$ cat config.mk
export PLATFORM = sky130hd
export DESIGN_NAME = serial_subtractor_ctrl
export DESIGN_NICKNAME = d
export VERILOG_FILES = /design/src/rtl/serial_subtractor_ctrl.sv
export SDC_FILE = /design/constraint.sdc
export NUM_CORES = 1
export LEC_CHECK = 0
export ABC_AREA = 1
export BUFFER_PORTS_ARGS = -buffer_cell sky130_fd_sc_hd__buf_2
export CAP_MARGIN = 20
export CORE_MARGIN = 2
export CORE_UTILIZATION = 45
export CTS_CLUSTER_SIZE = 24
export DETAILED_ROUTE_END_ITERATION = 10
export PLACE_DENSITY = 0.72
export SLEW_MARGIN = 20
export SYNTH_ARGS = -nofsm -noshare
export SYNTH_HDL_FRONTEND = slang
export SYNTH_SLANG_ARGS = --single-unit
$ cat constraint.sdc
create_clock -name clk -period 1.1 [get_ports clk]
set_input_delay 0.22 -clock clk [delete_from_list [all_inputs] [get_ports clk]]
set_output_delay 0.22 -clock clk [all_outputs]
set_load 0.02 [all_outputs]
$ cat src/rtl/serial_subtractor_ctrl.sv
// Bit-serial unsigned subtractor: Start loads A and B, one bit is processed
// per cycle LSB first, and Diff/Borrow are registered when the last bit is done.
module serial_subtractor_ctrl #(
  parameter int unsigned WIDTH = 8
) (
  input  logic             clk,
  input  logic             rst,
  input  logic             Start,
  input  logic [WIDTH-1:0] A,
  input  logic [WIDTH-1:0] B,
  output logic             Busy,
  output logic             Done,
  output logic [WIDTH-1:0] Diff,
  output logic             Borrow
);

  localparam int unsigned CW = $clog2(WIDTH + 1);
  localparam logic [CW-1:0] LAST_BIT = CW'(WIDTH - 1);

  typedef enum logic [1:0] {
    IDLE,
    RUN,
    FINISH
  } state_t;

  state_t           state_q, state_d;
  logic [WIDTH-1:0] a_q, a_d;
  logic [WIDTH-1:0] b_q, b_d;
  // Holds the WIDTH-1 completed low bits; the final bit is merged when Diff loads.
  logic [WIDTH-2:0] res_q, res_d;
  logic             bin_q, bin_d;
  logic [CW-1:0]    cnt_q, cnt_d;
  logic [WIDTH-1:0] diff_q, diff_d;
  logic             borrow_q, borrow_d;

  logic             hs_d;
  logic             hs_b;
  logic             fs_d;
  logic             fs_bout;
  logic [WIDTH-1:0] shifted;

  // Full subtractor from two half-subtractor stages on the current LSBs.
  always_comb begin
    hs_d    = a_q[0] ^ b_q[0];
    hs_b    = ~a_q[0] & b_q[0];
    fs_d    = hs_d ^ bin_q;
    fs_bout = hs_b | (~hs_d & bin_q);
    shifted = {fs_d, res_q};
  end

  // Next-state and datapath update.
  always_comb begin
    state_d  = state_q;
    a_d      = a_q;
    b_d      = b_q;
    res_d    = res_q;
    bin_d    = bin_q;
    cnt_d    = cnt_q;
    diff_d   = diff_q;
    borrow_d = borrow_q;
    case (state_q)
      IDLE: begin
        if (Start) begin
          a_d     = A;
          b_d     = B;
          bin_d   = 1'b0;
          cnt_d   = '0;
          state_d = RUN;
        end
      end
      RUN: begin
        res_d = shifted[WIDTH-1:1];
        bin_d = fs_bout;
        a_d   = a_q >> 1;
        b_d   = b_q >> 1;
        cnt_d = cnt_q + CW'(1);
        if (cnt_q == LAST_BIT) begin
          diff_d   = shifted;
          borrow_d = fs_bout;
          state_d  = FINISH;
        end
      end
      FINISH: begin
        state_d = IDLE;
      end
      default: begin
        state_d = IDLE;
      end
    endcase
  end

  // State and datapath registers with synchronous reset.
  always_ff @(posedge clk) begin
    if (rst) begin
      state_q  <= IDLE;
      a_q      <= '0;
      b_q      <= '0;
      res_q    <= '0;
      bin_q    <= 1'b0;
      cnt_q    <= '0;
      diff_q   <= '0;
      borrow_q <= 1'b0;
    end else begin
      state_q  <= state_d;
      a_q      <= a_d;
      b_q      <= b_d;
      res_q    <= res_d;
      bin_q    <= bin_d;
      cnt_q    <= cnt_d;
      diff_q   <= diff_d;
      borrow_q <= borrow_d;
    end
  end

  // Status outputs decoded from the state register.
  always_comb begin
    Busy   = (state_q != IDLE);
    Done   = (state_q == FINISH);
    Diff   = diff_q;
    Borrow = borrow_q;
  end

endmodule

==> out/qor.tcl <==
set qor(dr.pass1.iters) 4
set qor(globalRouteOverflowTotal) 0
set qor(ys_types) 21
set qor(synth_sequential_area_ratio) 0.457
set qor(core_area_um2) 3660
set qor(power_leakage_nw) 1.05
set qor(cts.path.max_buffers) 2
set qor(final_setup_slack_of_the_worst_path_ns) -0.114
set qor(dp.final_hpwl_um) 2450
set qor(worst_ep_arrival_time_ns) 1.45
set qor(maximum_frequency_from_static_timing_analysis_mhz) 824
set qor(required_ns) 1.34
set qor(path_class) {reg2reg}
set qor(final_antenna_net_count) 0
set qor(die_height_um) 65.6
set qor(power.sequential.fraction) 0.519
set qor(postSynthNetCount) 267
set qor(timing.rr.end) {res_q[6]$_SDFFE_PP0P_}
set qor(numCtsBuffers) 5
set qor(basic_gate_share_of_the_synthesized_area_counting_and_or_nand_and_nor_cells) 0.355
set qor(cts.hold.buffers_added) 0
set qor(die_area_um2) 4300
set qor(timing_max_transition_violations_final) 0
set qor(setup_violations) 23
set qor(synth_compound_area_frac) 0.0703
set qor(later_pin_clock_latency_in_the_skew_report_ns) 0.30
set qor(grt_antenna_before_repair) 0
set qor(ios) 30
set qor(cts_sinks) 39
set qor(cp-end-kind) {flip-flop}
set qor(p_total_mw) 2.92
set qor(rsz0062_at_grt) {true}
set qor(placement.io_buffers) 29
set qor(synth_area_um2) 1710
set qor(vias) 1662
set qor(cellInternalPower_mw) 2.13
set qor(floorplan.initialDensity) 0.467
set qor(cellPowerDensity_nw_per_um2) 1290
set qor(post_synth_inst_count) 246
set qor(drtIter0Drc) 127
set qor(hold_violations) 0
set qor(layout_stage_area_growth_over_the_synthesis_result_pct) 32.5
set qor(wire_per_inst_um) 11.3
set qor(die_w_um) 65.6
set qor(clock_power_share) 0.326
set qor(via_count_of_the_first_global_routing_pass) 1337
set qor(drc) 0
set qor(hold_path_cells) 3
set qor(post_synth_fa_ha_maj_area_fraction) 0.0190
set qor(area_share_of_xor_xnor_cells_in_the_synthesized_design) 0
set qor(grt_max_degree) 29
set qor(run_status) {finished, violations left}
set qor(power.combinational.fraction) 0.156
set qor(grt_util_all_layers) 0.189
set qor(cts_tree) {done}
set qor(critPathLaunch) {a_q[0]$_SDFFE_PP0P_}
set qor(floorplan.rows) 22
set qor(timing.slew.headroom) 0.756
set qor(timing.max_cap.violations) 0
set qor(period_minus_slack_ns) 1.21
set qor(grt_pass1_wl_um) 6170
set qor(min_period_over_period) 1.10
set qor(ys.warnings.count) 0
set qor(fraction_of_layout_cells_with_a_size_suffix_above_1) 0.293
set qor(syn_avg_cell_area_um2) 6.94
set qor(worst_setup_hold_path_clk_slew_ns) 0.07
set qor(tightest_slew_ns) 0.364
set qor(violations) {setup timing}
set qor(setup.worst_path.end) {res_q[6]$_SDFFE_PP0P_}
set qor(vdd_ir_drop_max_uv) 826
set qor(nNetsFinal) 317
set qor(gpl.final_weighted_congestion) 0.756
set qor(reg2regPathDepth) 5
set qor(crit_path_max_fanout) 2
set qor(detail_route.wirelength_um) 3890
set qor(cts_root_buf) {sky130_fd_sc_hd__clkbuf_8}
set qor(timing.rr.start) {a_q[0]$_SDFFE_PP0P_}
set qor(setup_tns_ns) -0.940
set qor(yosys_register_bits) 39
set qor(swShare) 0.272
set qor(yosys-mux-area-fraction) 0
set qor(final.setup_skew_ns) 0.00713
set qor(synth_top_family_by_area) {simple AND/OR/NAND/NOR gates}
set qor(insertedDiodeCount) 0
set qor(reg2reg_slack_ns) -0.11
set qor(power.net_switching_uw) 795
set qor(timing.critical_path.from_type) {flip-flop}
set qor(worst_hold_path_type) {in2reg}
set qor(mean_number_of_vias_per_cell) 4.82
set qor(ctsHtreeMaxLevel) 2
[state kept, by name (all words and copies together), names as in the netlist]
name and count:
b_q 8, bin_q 1, Borrow 1, a_q 8, state_q 2, Diff 8, res_q 7, cnt_q 4
[through the flow]
stage,setup slack (ns),util,std cells,instance area [um2],hold WS (ns)
after floorplan,-0.0321,-,246,1720,0.299
after global placement,-0.0631,0.561,331,2050,0.436
after detailed placement,-0.0980,0.561,331,2050,0.443
after CTS,-0.158,0.594,341,2180,0.193
after global routing,-0.163,0.618,345,2260,0.193
final,-0.114,0.618,345,2260,0.197
[power by group through the flow]
stage | clock [mW] | sequential [mW] | combinational (mW)
final | 0.952 | 1.52 | 0.455
after global routing | 1.05 | 1.52 | 0.515
after CTS | 0.964 | 1.51 | 0.430
after detailed placement | 0 | 1.54 | 0.414
after global placement | 0 | 1.54 | 0.406
after floorplan | 0 | 1.54 | 0.263
[metal layers]
layer / global-route usage / up-vias / share of wire
met5: 0 / - / 0
met4: 0.0938 / 0 / 0.024
met3: 0.0411 / 11 / 0.043
met2: 0.295 / 40 / 0.47
met1: 0.246 / 740 / 0.46
li1: - / 871 / -
[placed cells by master (no fill, tap or decap)]
cell type / synthesis / layout
sky130_fd_sc_hd__nor2_2: 1 / 1
sky130_fd_sc_hd__o21ai_2: 0 / 1
sky130_fd_sc_hd__or2_1: 1 / 1
sky130_fd_sc_hd__o21ai_0: 10 / 8
sky130_fd_sc_hd__nor3_1: 1 / 1
sky130_fd_sc_hd__dfxtp_1: 39 / 33
sky130_fd_sc_hd__nand3_2: 0 / 1
sky130_fd_sc_hd__buf_12: 0 / 4
sky130_fd_sc_hd__buf_2: 3 / 27
sky130_fd_sc_hd__buf_6: 1 / 3
sky130_fd_sc_hd__nor2_1: 38 / 36
sky130_fd_sc_hd__fa_2: 0 / 1
sky130_fd_sc_hd__nand3_4: 0 / 1
sky130_fd_sc_hd__ha_4: 0 / 1
sky130_fd_sc_hd__clkinv_2: 0 / 1
sky130_fd_sc_hd__buf_4: 3 / 17
sky130_fd_sc_hd__a21oi_2: 0 / 2
sky130_fd_sc_hd__clkbuf_1: 2 / 2
sky130_fd_sc_hd__inv_4: 0 / 1
sky130_fd_sc_hd__nor2_4: 2 / 5
sky130_fd_sc_hd__dfxtp_4: 0 / 2
sky130_fd_sc_hd__inv_1: 27 / 22
sky130_fd_sc_hd__nand2_2: 2 / 5
sky130_fd_sc_hd__o21ai_1: 0 / 1
sky130_fd_sc_hd__nand2_1: 60 / 57
sky130_fd_sc_hd__dfxtp_2: 0 / 4
sky130_fd_sc_hd__inv_2: 1 / 5
sky130_fd_sc_hd__nand3_1: 37 / 36
sky130_fd_sc_hd__clkinv_1: 1 / 1
sky130_fd_sc_hd__a21oi_1: 14 / 12
sky130_fd_sc_hd__clkbuf_8: 0 / 5
[cells in the mapped netlist]
cell type                   n  area [um2]
sky130_fd_sc_hd__inv_1     27         101
sky130_fd_sc_hd__buf_2      3        15.0
sky130_fd_sc_hd__inv_2      1        3.75
sky130_fd_sc_hd__nand2_1   60         225
sky130_fd_sc_hd__buf_1      1        3.75
sky130_fd_sc_hd__clkbuf_1   2        7.51
sky130_fd_sc_hd__buf_4      3        22.5
sky130_fd_sc_hd__or2_1      1        6.26
sky130_fd_sc_hd__ha_1       1        12.5
sky130_fd_sc_hd__fa_1       1        20.0
sky130_fd_sc_hd__nand2_2    2        12.5
sky130_fd_sc_hd__nor3_1     1        5.00
sky130_fd_sc_hd__a21oi_1   14        70.1
sky130_fd_sc_hd__nor2_4     2        22.5
sky130_fd_sc_hd__nor2_2     1        6.26
sky130_fd_sc_hd__buf_6      1        11.3
sky130_fd_sc_hd__dfxtp_1   39         781
sky130_fd_sc_hd__o21ai_0   10        50.1
sky130_fd_sc_hd__nand3_1   37         185
sky130_fd_sc_hd__clkinv_1   1        3.75
sky130_fd_sc_hd__nor2_1    38         143
[final cells by class]
cell class | instances | area (um2)
fill | 347 | 1400
multi-input combinational | 170 | 841
sequential | 39 | 793
timing repair buffer | 51 | 377
inverter | 29 | 111
clock buffer | 7 | 76.3
tap | 48 | 60.1
clock inverter | 1 | 5.00
[how the worst min path moves through the flow]
stage / startpoint / to / slack [ns]
after floorplan: rst / state_q[1]$_SDFFE_PP0P_ / 0.30
after global placement: res_q[3]$_SDFFE_PP0P_ / res_q[3]$_SDFFE_PP0P_ / 0.44
after detailed placement: res_q[1]$_SDFFE_PP0P_ / res_q[1]$_SDFFE_PP0P_ / 0.44
after CTS: B[7] / b_q[7]$_SDFFE_PP0P_ / 0.19
after global routing: B[7] / b_q[7]$_SDFFE_PP0P_ / 0.19
final: B[7] / b_q[7]$_SDFFE_PP0P_ / 0.20
[timing repair]
action | CTS | global route
pin swaps | 2 | 5
gates cloned | 1 | 1
endpoints found under the setup margin | 33 | 35
setup buffers | 1 | 4
gates resized for setup | 12 | 18
[cells by family (layout without fill, tap and decap cells)]
group                      after synthesis  after routing
AOI/OAI and AO/OA                       24             24
adders and majority gates                2              2
buffers and inverters                   39             88
DFF                                     39             39
and+or+nand+nor                        142            144
[worst max-delay path: stages, from the launching register on]
cell and delay [ns]:
sky130_fd_sc_hd__dfxtp_2 0.34, sky130_fd_sc_hd__fa_2 0.57, sky130_fd_sc_hd__inv_2 0.03, sky130_fd_sc_hd__nand2_2 0.07, sky130_fd_sc_hd__nand2_2 0.05, sky130_fd_sc_hd__a21oi_2 0.10
(Power assumes the default switching activity.)
